[config.mk]
export PLATFORM = sky130hd
export DESIGN_NAME = apb_uart_rx_regs_flat
export DESIGN_NICKNAME = d
export VERILOG_FILES = /design/src/rtl/apb_uart_rx_regs_pkg.sv /design/src/rtl/apb_uart_rx_regs_if.sv /design/src/rtl/apb_uart_rx_regs_rx_fifo.sv /design/src/rtl/apb_uart_rx_regs.sv /design/src/flat_wrapper.sv
export SDC_FILE = /design/constraint.sdc
export NUM_CORES = 1
export LEC_CHECK = 0
export ABC_AREA = 1
export ABC_CLOCK_PERIOD_IN_PS = 1870
export CORE_UTILIZATION = 51
export CTS_CLUSTER_SIZE = 14
export DETAILED_ROUTE_END_ITERATION = 16
export PLACE_DENSITY = 0.76
export SYNTH_ARGS = -nofsm -noshare
export SYNTH_HDL_FRONTEND = slang
export SYNTH_HIERARCHICAL = 1
export SYNTH_SLANG_ARGS = --single-unit
[constraint.sdc]
create_clock -name clk -period 1.87 [get_ports clk]
set_input_delay 0.187 -clock clk [delete_from_list [all_inputs] [get_ports clk]]
set_output_delay 0.187 -clock clk [all_outputs]
set_load 0.02 [all_outputs]
[src/rtl/apb_uart_rx_regs_pkg.sv]
// Shared constants for the UART receive register block: register map,
// status/error bit positions and data-size limits.
package apb_uart_pkg;

  localparam logic [2:0] ADDR_STATUS = 3'd0;
  localparam logic [2:0] ADDR_ERROR  = 3'd1;
  localparam logic [2:0] ADDR_BP_LO  = 3'd2;
  localparam logic [2:0] ADDR_BP_HI  = 3'd3;
  localparam logic [2:0] ADDR_DSIZE  = 3'd4;
  localparam logic [2:0] ADDR_IRQ_EN = 3'd5;
  localparam logic [2:0] ADDR_RXDATA = 3'd6;
  localparam logic [2:0] ADDR_COUNT  = 3'd7;

  localparam int STATUS_NOT_EMPTY = 0;
  localparam int STATUS_FULL      = 1;

  localparam int ERR_FRAMING  = 0;
  localparam int ERR_OVERRUN  = 1;
  localparam int ERR_OVERFLOW = 2;

  localparam logic [3:0] DSIZE_MIN = 4'd5;
  localparam logic [3:0] DSIZE_MAX = 4'd8;

  function automatic logic dsize_legal(input logic [3:0] size);
    return (size >= DSIZE_MIN) && (size <= DSIZE_MAX);
  endfunction

  // Keeps the low `size` bits of a received character; size is always 5..8.
  function automatic logic [7:0] size_mask(input logic [3:0] size);
    return 8'hFF >> (4'd8 - size);
  endfunction

endpackage

[src/rtl/apb_uart_rx_regs_if.sv]
// APB bus bundle between a master and the UART receive register slave.
interface apb_uart_rx_regs_if;
  logic       psel;
  logic       penable;
  logic       pwrite;
  logic [2:0] paddr;
  logic [7:0] pwdata;
  logic [7:0] prdata;
  logic       pslverr;

  modport master (
    output psel, penable, pwrite, paddr, pwdata,
    input  prdata, pslverr
  );

  modport slave (
    input  psel, penable, pwrite, paddr, pwdata,
    output prdata, pslverr
  );
endinterface

[src/rtl/apb_uart_rx_regs_rx_fifo.sv]
// Receive FIFO: array storage with wrapping pointers and an occupancy count.
// A pop frees a slot in the same cycle, so push+pop at full is accepted.
module rx_fifo #(
  parameter int unsigned DEPTH = 8,
  parameter int unsigned WIDTH = 8
) (
  input  logic                     clk,
  input  logic                     rst,
  input  logic                     push_i,
  input  logic                     pop_i,
  input  logic [WIDTH-1:0]         wdata_i,
  output logic [WIDTH-1:0]         rdata_o,
  output logic                     full_o,
  output logic                     empty_o,
  output logic [$clog2(DEPTH):0]   count_o
);
  localparam int unsigned AW = $clog2(DEPTH);
  localparam int unsigned CW = AW + 1;

  logic [WIDTH-1:0] mem_q [DEPTH];
  logic [AW-1:0]    wr_ptr_q, wr_ptr_d;
  logic [AW-1:0]    rd_ptr_q, rd_ptr_d;
  logic [CW-1:0]    count_q, count_d;
  logic             do_push, do_pop;

  assign empty_o = (count_q == '0);
  assign full_o  = (count_q == CW'(DEPTH));
  assign do_pop  = pop_i & ~empty_o;
  assign do_push = push_i & (~full_o | do_pop);

  always_comb begin
    wr_ptr_d = wr_ptr_q;
    rd_ptr_d = rd_ptr_q;
    count_d  = count_q;
    if (do_push) wr_ptr_d = wr_ptr_q + 1'b1;
    if (do_pop)  rd_ptr_d = rd_ptr_q + 1'b1;
    case ({do_push, do_pop})
      2'b10:   count_d = count_q + 1'b1;
      2'b01:   count_d = count_q - 1'b1;
      default: ;
    endcase
  end

  always_ff @(posedge clk) begin
    if (rst) begin
      wr_ptr_q <= '0;
      rd_ptr_q <= '0;
      count_q  <= '0;
    end else begin
      wr_ptr_q <= wr_ptr_d;
      rd_ptr_q <= rd_ptr_d;
      count_q  <= count_d;
    end
  end

  always_ff @(posedge clk) begin
    if (do_push) mem_q[wr_ptr_q] <= wdata_i;
  end

  assign rdata_o = mem_q[rd_ptr_q];
  assign count_o = count_q;

endmodule

[src/rtl/apb_uart_rx_regs.sv]
// APB register slave for the UART receiver: configuration registers,
// RX FIFO, sticky W1C error flags and a maskable registered interrupt.
module apb_uart_rx_regs
  import apb_uart_pkg::*;
#(
  parameter int unsigned FIFO_DEPTH     = 8,
  parameter logic [13:0] BIT_PERIOD_RST = 14'd10,
  parameter logic [3:0]  DATA_SIZE_RST  = 4'd8
) (
  input  logic                     clk,
  input  logic                     rst,
  apb_uart_rx_regs_if.slave        apb,
  input  logic                     data_ready,
  input  logic [7:0]               rx_data,
  input  logic                     framing_error,
  input  logic                     overrun_error,
  output logic                     data_read,
  output logic [3:0]               data_size,
  output logic [13:0]              bit_period,
  output logic                     irq
);
  localparam int unsigned CW = $clog2(FIFO_DEPTH) + 1;

  logic [7:0]    prdata_q, prdata_d;
  logic          pslverr_q, pslverr_d;
  logic          pop_armed_q, pop_armed_d;
  logic [2:0]    err_q, err_d, err_set, err_clr;
  logic [13:0]   bp_q, bp_d;
  logic [3:0]    ds_q, ds_d;
  logic [2:0]    en_q, en_d;
  logic          irq_q, irq_d;

  logic          setup, access, wr_err, wr_en;
  logic [7:0]    rd_val;
  logic          fifo_pop, fifo_full, fifo_empty;
  logic [7:0]    fifo_rdata, fifo_wdata;
  logic [CW-1:0] fifo_count;

  assign setup  = apb.psel & ~apb.penable;
  assign access = apb.psel & apb.penable;

  always_comb begin
    wr_err = 1'b0;
    case (apb.paddr)
      ADDR_STATUS, ADDR_RXDATA, ADDR_COUNT: wr_err = 1'b1;
      ADDR_DSIZE: wr_err = ~dsize_legal(apb.pwdata[3:0]);
      default: ;
    endcase
  end

  assign wr_en = access & apb.pwrite & ~wr_err;

  always_comb begin
    rd_val = '0;
    case (apb.paddr)
      ADDR_STATUS: begin
        rd_val[STATUS_NOT_EMPTY] = ~fifo_empty;
        rd_val[STATUS_FULL]      = fifo_full;
      end
      ADDR_ERROR:  rd_val = {5'd0, err_q};
      ADDR_BP_LO:  rd_val = bp_q[7:0];
      ADDR_BP_HI:  rd_val = {2'd0, bp_q[13:8]};
      ADDR_DSIZE:  rd_val = {4'd0, ds_q};
      ADDR_IRQ_EN: rd_val = {5'd0, en_q};
      ADDR_RXDATA: rd_val = fifo_empty ? 8'd0 : fifo_rdata;
      ADDR_COUNT:  rd_val = 8'(fifo_count);
      default:     rd_val = '0;
    endcase
  end

  // Response is captured at the end of setup; the pop decision is frozen
  // there too so the popped byte is exactly the one returned.
  assign prdata_d    = (setup & ~apb.pwrite) ? rd_val : 8'd0;
  assign pslverr_d   = setup & apb.pwrite & wr_err;
  assign pop_armed_d = setup & ~apb.pwrite & (apb.paddr == ADDR_RXDATA) & ~fifo_empty;
  assign fifo_pop    = access & pop_armed_q;

  always_comb begin
    bp_d    = bp_q;
    ds_d    = ds_q;
    en_d    = en_q;
    err_clr = '0;
    if (wr_en) begin
      case (apb.paddr)
        ADDR_ERROR:  err_clr     = apb.pwdata[2:0];
        ADDR_BP_LO:  bp_d[7:0]   = apb.pwdata;
        ADDR_BP_HI:  bp_d[13:8]  = apb.pwdata[5:0];
        ADDR_DSIZE:  ds_d        = apb.pwdata[3:0];
        ADDR_IRQ_EN: en_d        = apb.pwdata[2:0];
        default: ;
      endcase
    end
  end

  assign err_set[ERR_FRAMING]  = framing_error;
  assign err_set[ERR_OVERRUN]  = overrun_error;
  assign err_set[ERR_OVERFLOW] = data_ready & fifo_full & ~fifo_pop;

  // A set arriving in the same cycle as its W1C clear wins.
  for (genvar gi = 0; gi < 3; gi++) begin : g_err
    assign err_d[gi] = err_set[gi] | (err_q[gi] & ~err_clr[gi]);
  end

  assign irq_d = (en_q[0] & ~fifo_empty) | (en_q[1] & (|err_q)) | (en_q[2] & fifo_full);

  assign fifo_wdata = rx_data & size_mask(ds_q);

  rx_fifo #(
    .DEPTH (FIFO_DEPTH),
    .WIDTH (8)
  ) u_rx_fifo (
    .clk     (clk),
    .rst     (rst),
    .push_i  (data_ready),
    .pop_i   (fifo_pop),
    .wdata_i (fifo_wdata),
    .rdata_o (fifo_rdata),
    .full_o  (fifo_full),
    .empty_o (fifo_empty),
    .count_o (fifo_count)
  );

  always_ff @(posedge clk) begin
    if (rst) begin
      prdata_q    <= '0;
      pslverr_q   <= 1'b0;
      pop_armed_q <= 1'b0;
      err_q       <= '0;
      bp_q        <= BIT_PERIOD_RST;
      ds_q        <= DATA_SIZE_RST;
      en_q        <= '0;
      irq_q       <= 1'b0;
    end else begin
      prdata_q    <= prdata_d;
      pslverr_q   <= pslverr_d;
      pop_armed_q <= pop_armed_d;
      err_q       <= err_d;
      bp_q        <= bp_d;
      ds_q        <= ds_d;
      en_q        <= en_d;
      irq_q       <= irq_d;
    end
  end

  assign apb.prdata  = prdata_q;
  assign apb.pslverr = pslverr_q;
  assign data_read   = data_ready & ~rst;
  assign data_size   = ds_q;
  assign bit_period  = bp_q;
  assign irq         = irq_q;

endmodule
[src/flat_wrapper.sv]
// flat-port wrapper written by rule: the top's interface ports become plain ports
module apb_uart_rx_regs_flat import apb_uart_pkg::*;
#(
  parameter int unsigned FIFO_DEPTH     = 8,
  parameter logic [13:0] BIT_PERIOD_RST = 14'd10,
  parameter logic [3:0]  DATA_SIZE_RST  = 4'd8
)
  (clk, rst, data_ready, rx_data, framing_error, overrun_error, data_read, data_size, bit_period, irq, apb_psel, apb_penable, apb_pwrite, apb_paddr, apb_pwdata, apb_prdata, apb_pslverr);
  apb_uart_rx_regs_if apb_i ();
  input  logic clk;
  input  logic rst;
  input  logic data_ready;
  input  logic [7:0] rx_data;
  input  logic framing_error;
  input  logic overrun_error;
  output logic data_read;
  output logic [3:0] data_size;
  output logic [13:0] bit_period;
  output logic irq;
  input wire logic [$bits(apb_i.psel)-1:0] apb_psel;
  input wire logic [$bits(apb_i.penable)-1:0] apb_penable;
  input wire logic [$bits(apb_i.pwrite)-1:0] apb_pwrite;
  input wire logic [$bits(apb_i.paddr)-1:0] apb_paddr;
  input wire logic [$bits(apb_i.pwdata)-1:0] apb_pwdata;
  output wire logic [$bits(apb_i.prdata)-1:0] apb_prdata;
  output wire logic [$bits(apb_i.pslverr)-1:0] apb_pslverr;
  assign apb_i.psel = apb_psel;
  assign apb_i.penable = apb_penable;
  assign apb_i.pwrite = apb_pwrite;
  assign apb_i.paddr = apb_paddr;
  assign apb_i.pwdata = apb_pwdata;
  assign apb_prdata = apb_i.prdata;
  assign apb_pslverr = apb_i.pslverr;
  apb_uart_rx_regs #(.FIFO_DEPTH(FIFO_DEPTH), .BIT_PERIOD_RST(BIT_PERIOD_RST), .DATA_SIZE_RST(DATA_SIZE_RST)) u_core (.clk(clk), .rst(rst), .apb(apb_i), .data_ready(data_ready), .rx_data(rx_data), .framing_error(framing_error), .overrun_error(overrun_error), .data_read(data_read), .data_size(data_size), .bit_period(bit_period), .irq(irq));
endmodule
==> flow_summary.ini <==
[power]
p_per_area_mw_per_mm2 = 720
total_leakage_power_nw = 2.65
ir_drop_uv = 340

[clocking]
tritoncts = yes
cts_max_path_buffers = 2
clk_latency_ns = 0.38
numCtsBuffers = 9
clk_pin_slew_worst_paths_ns = 0.10
ctsHtreeMaxLevel = 3
root_buffer = clkbuf_8
cts_sinks = 112

[finish]
nets = 700
drive_gt1_frac = 0.135
layout-area-overhead-vs-synth_pct = 22.0
n_antenna_cell = 0
nFillCells = 807
final_cells = 802

[place]
port_buffers = 55
gp_congestion = 0.878
place_inst = 786
dp_hpwl_um = 8770

[hold_path]
hp-class = in2reg
holdCritStartpoint = overrun_error

[logic_synthesis]
ys_types = 39
ys_warn_count = 6
yosysSeqAreaShare = 0.561
ys_ff_latch = 112
avgSynthCellArea_sq_um = 9.04
yosysMostFrequentCell = nand2_1
yosys-top-cells-count = 118 x nand2_1, 110 x nor2_1, 64 x edfxtp_1, 62 x inv_1, 48 x dfxtp_1
synth_nets = 604
netlist_area_sq_mm = 0.00513
synth_edf_count = 64
yosysTopAreaCellShare = 0.374
synth_area_leaders = edfxtp_1 37%, dfxtp_1 19%, nand2_1 8.6%
postSynth.asyncResetShare = 0
synth_top_area_cell = edfxtp_1
synth_ff_type = edfxtp_1
postSynthCellCount = 568

[job]
cap_violations = 0

[setup_path]
crit_buf_inv = 2
slowest_delay_ns = 0.35
cpMaxStageDelayCell = dfxtp_2
critPathLaunch = u_core/u_rx_fifo/count_o[0]
rrSetupSlack_ns = 0.09
required_ns = 2.15
end_kind = register
worstPathArrival_ns = 2.06
startpoint_type = register
r2r-start = u_core/u_rx_fifo/count_o[0]
cp_max_fo = 4
crit_family = simple AND/OR/NAND/NOR gates
path_cells = nor2_4 > nand2_2 > nor2_4 > nand2_4 > nand2_8 > ha_4 > nand2_1 > inv_1 > nor2_1 > ha_1 > a21oi_2 > xnor2_1 > o21ai_1 > inv_1
crit_type = reg2reg

[timing]
rsz0062_at_grt = yes
holdWs_ns = 0.352
finalCritPeriodShare = 0.952
hold_viol_final = 0
slew_violations = 0
setup_viol = 0
worst_pin_slew_ns = 0.472
relSlewSlack = 0.684
min_period_ns = 1.78
maxClockFrequency_mhz = 562
fin_skew_ns = 0.0172

[global_routing]
grt_remaining_overflow = 0
grt_start_max_net_pins = 22
track_usage = 0.241
grt_pass1_vias = 3936
antenna_found_initial = 0
grt_pass1_wl_um = 18700

[floorplan]
dieArea_sq_mm = 0.0105
ios = 56
rows = 36
die_h_um = 102
initial_utilization = 0.525
core-area_sq_mm = 0.00977
die_w_um = 102

[drt]
route.vias.total = 4080
wl_per_cell_um = 14.5
first_iter_violations = 204
routed_wl_um = 11700
drtAntennaViolNets = 0
drc = 0
routed_via_density = 5.09
first_pass_iters = 5

[outcome]
outcome = finished, final reports clean
==> timing repair <==
item	CTS	global route
endpoints found under the setup margin	2	3
hold buffers	0	0
cloned	0	0
pin swaps	0	2
setup buffers	0	0
gates resized for setup	3	10
==> cell usage in the layout (no fill, tap or decap), types with 3 or more instances in the layout <==
master / synthesis / routed
nand2_1: 118 / 118
nor2_1: 110 / 109
edfxtp_1: 64 / 64
inv_1: 62 / 62
clkdlybuf4s50_1: 0 / 54
dfxtp_1: 48 / 45
buf_4: 1 / 43
o21ai_0: 30 / 28
o21ai_1: 14 / 16
nand3_1: 15 / 15
a21oi_1: 15 / 14
clkbuf_8: 2 / 9
mux2i_1: 8 / 8
o22ai_1: 8 / 8
inv_2: 7 / 7
nor3_1: 7 / 7
ha_1: 9 / 7
nand4_1: 5 / 5
nand2_2: 4 / 4
clkinvlp_4: 0 / 3
xor2_1: 3 / 3
nor2_4: 2 / 3
a22oi_1: 3 / 3
dfxtp_2: 0 / 3
==> worst register-to-register path, cell delays in order, from the launching register on <==
cell and delay, ns:
dfxtp_2 0.35, nor2_4 0.11, nand2_2 0.07, nor2_4 0.13, nand2_4 0.08, nand2_8 0.07, ha_4 0.15, nand2_1 0.06
inv_1 0.06, nor2_1 0.05, ha_1 0.19, a21oi_2 0.13, xnor2_1 0.09, o21ai_1 0.11, inv_1 0.05
==> area by class of cell <==
class / count / area, sq um / share of cell area
multi-input cells: 374 / 1910 / 0.304
flip-flops and latches: 112 / 2890 / 0.461
inverters: 69 / 259 / 0.0414
clock inverters: 6 / 45.0 / 0.00719
well taps: 133 / 166 / 0.0266
repair buffers: 98 / 872 / 0.139
clock buffers: 10 / 128 / 0.0204
==> metal layers <==
| layer | vias to the layer above | wire, um | GRT usage |
|---|---|---|---|
| li1 | 2046 | - | - |
| met2 | 105 | 5520 | 0.387 |
| met1 | 1912 | 5350 | 0.327 |
| met5 | - | 0 | 0 |
| met3 | 17 | 558 | 0.0321 |
| met4 | 0 | 238 | 0.110 |
==> cell families after synthesis <==
group / count (synthesis) / share of synthesized area
AND/OR/NAND/NOR: 275 / 0.236
flip-flops: 112 / 0.561
buffers and inverters: 82 / 0.0741
AO/OA/AOI/OAI: 77 / 0.0824
adder cells (fa/ha/maj): 9 / 0.0219
multiplexers: 8 / 0.0156
XOR/XNOR: 5 / 0.00853
==> registers in the layout (all words and copies together), names as in the netlist, named ones only <==
name                       count
u_core/pop_armed_q             1
u_core/apb.prdata              8
u_core/bit_period             14
u_core/err_q                   3
u_core/apb.pslverr             1
u_core/u_rx_fifo/rd_ptr_q      3
u_core/en_q                    3
u_core/u_rx_fifo/mem_q        64
u_core/u_rx_fifo/wr_ptr_q      3
u_core/data_size               4
u_core/u_rx_fifo/count_o       4
u_core/irq                     1
==> power by group <==
group / switching (W) / internal, W
Clock: 0.000812 / 0.000490
Combinational: 0.000290 / 0.000207
Sequential: 0.0000329 / 0.00268
==> final timing paths <==
path	to	depth (start not counted)
setup reg to reg	u_core/u_rx_fifo/count_o[2]	14
hold / removal	u_core/err_q[1]	3
hold reg to reg	u_core/err_q[1]	2
setup / recovery	u_core/u_rx_fifo/count_o[2]	14
==> per-stage QoR <==
step / setup TNS, ns / worst slack [ns] / cell area [sq um] / power, W / util
CTS: 0 / 0.0129 / 6230 / 0.00453 / 0.637
finish: 0 / 0.0901 / 6260 / 0.00451 / 0.641
global placement: -8.13 / -0.343 / 6050 / 0.00324 / 0.619
floorplan: 0 / 0.0181 / 5130 / 0.00302 / -
detailed placement: -10.61 / -0.436 / 6050 / 0.00325 / 0.619
global route: -0.0400 / -0.0392 / 6260 / 0.00470 / 0.641
Note: power is estimated with default switching activity, not from simulation.
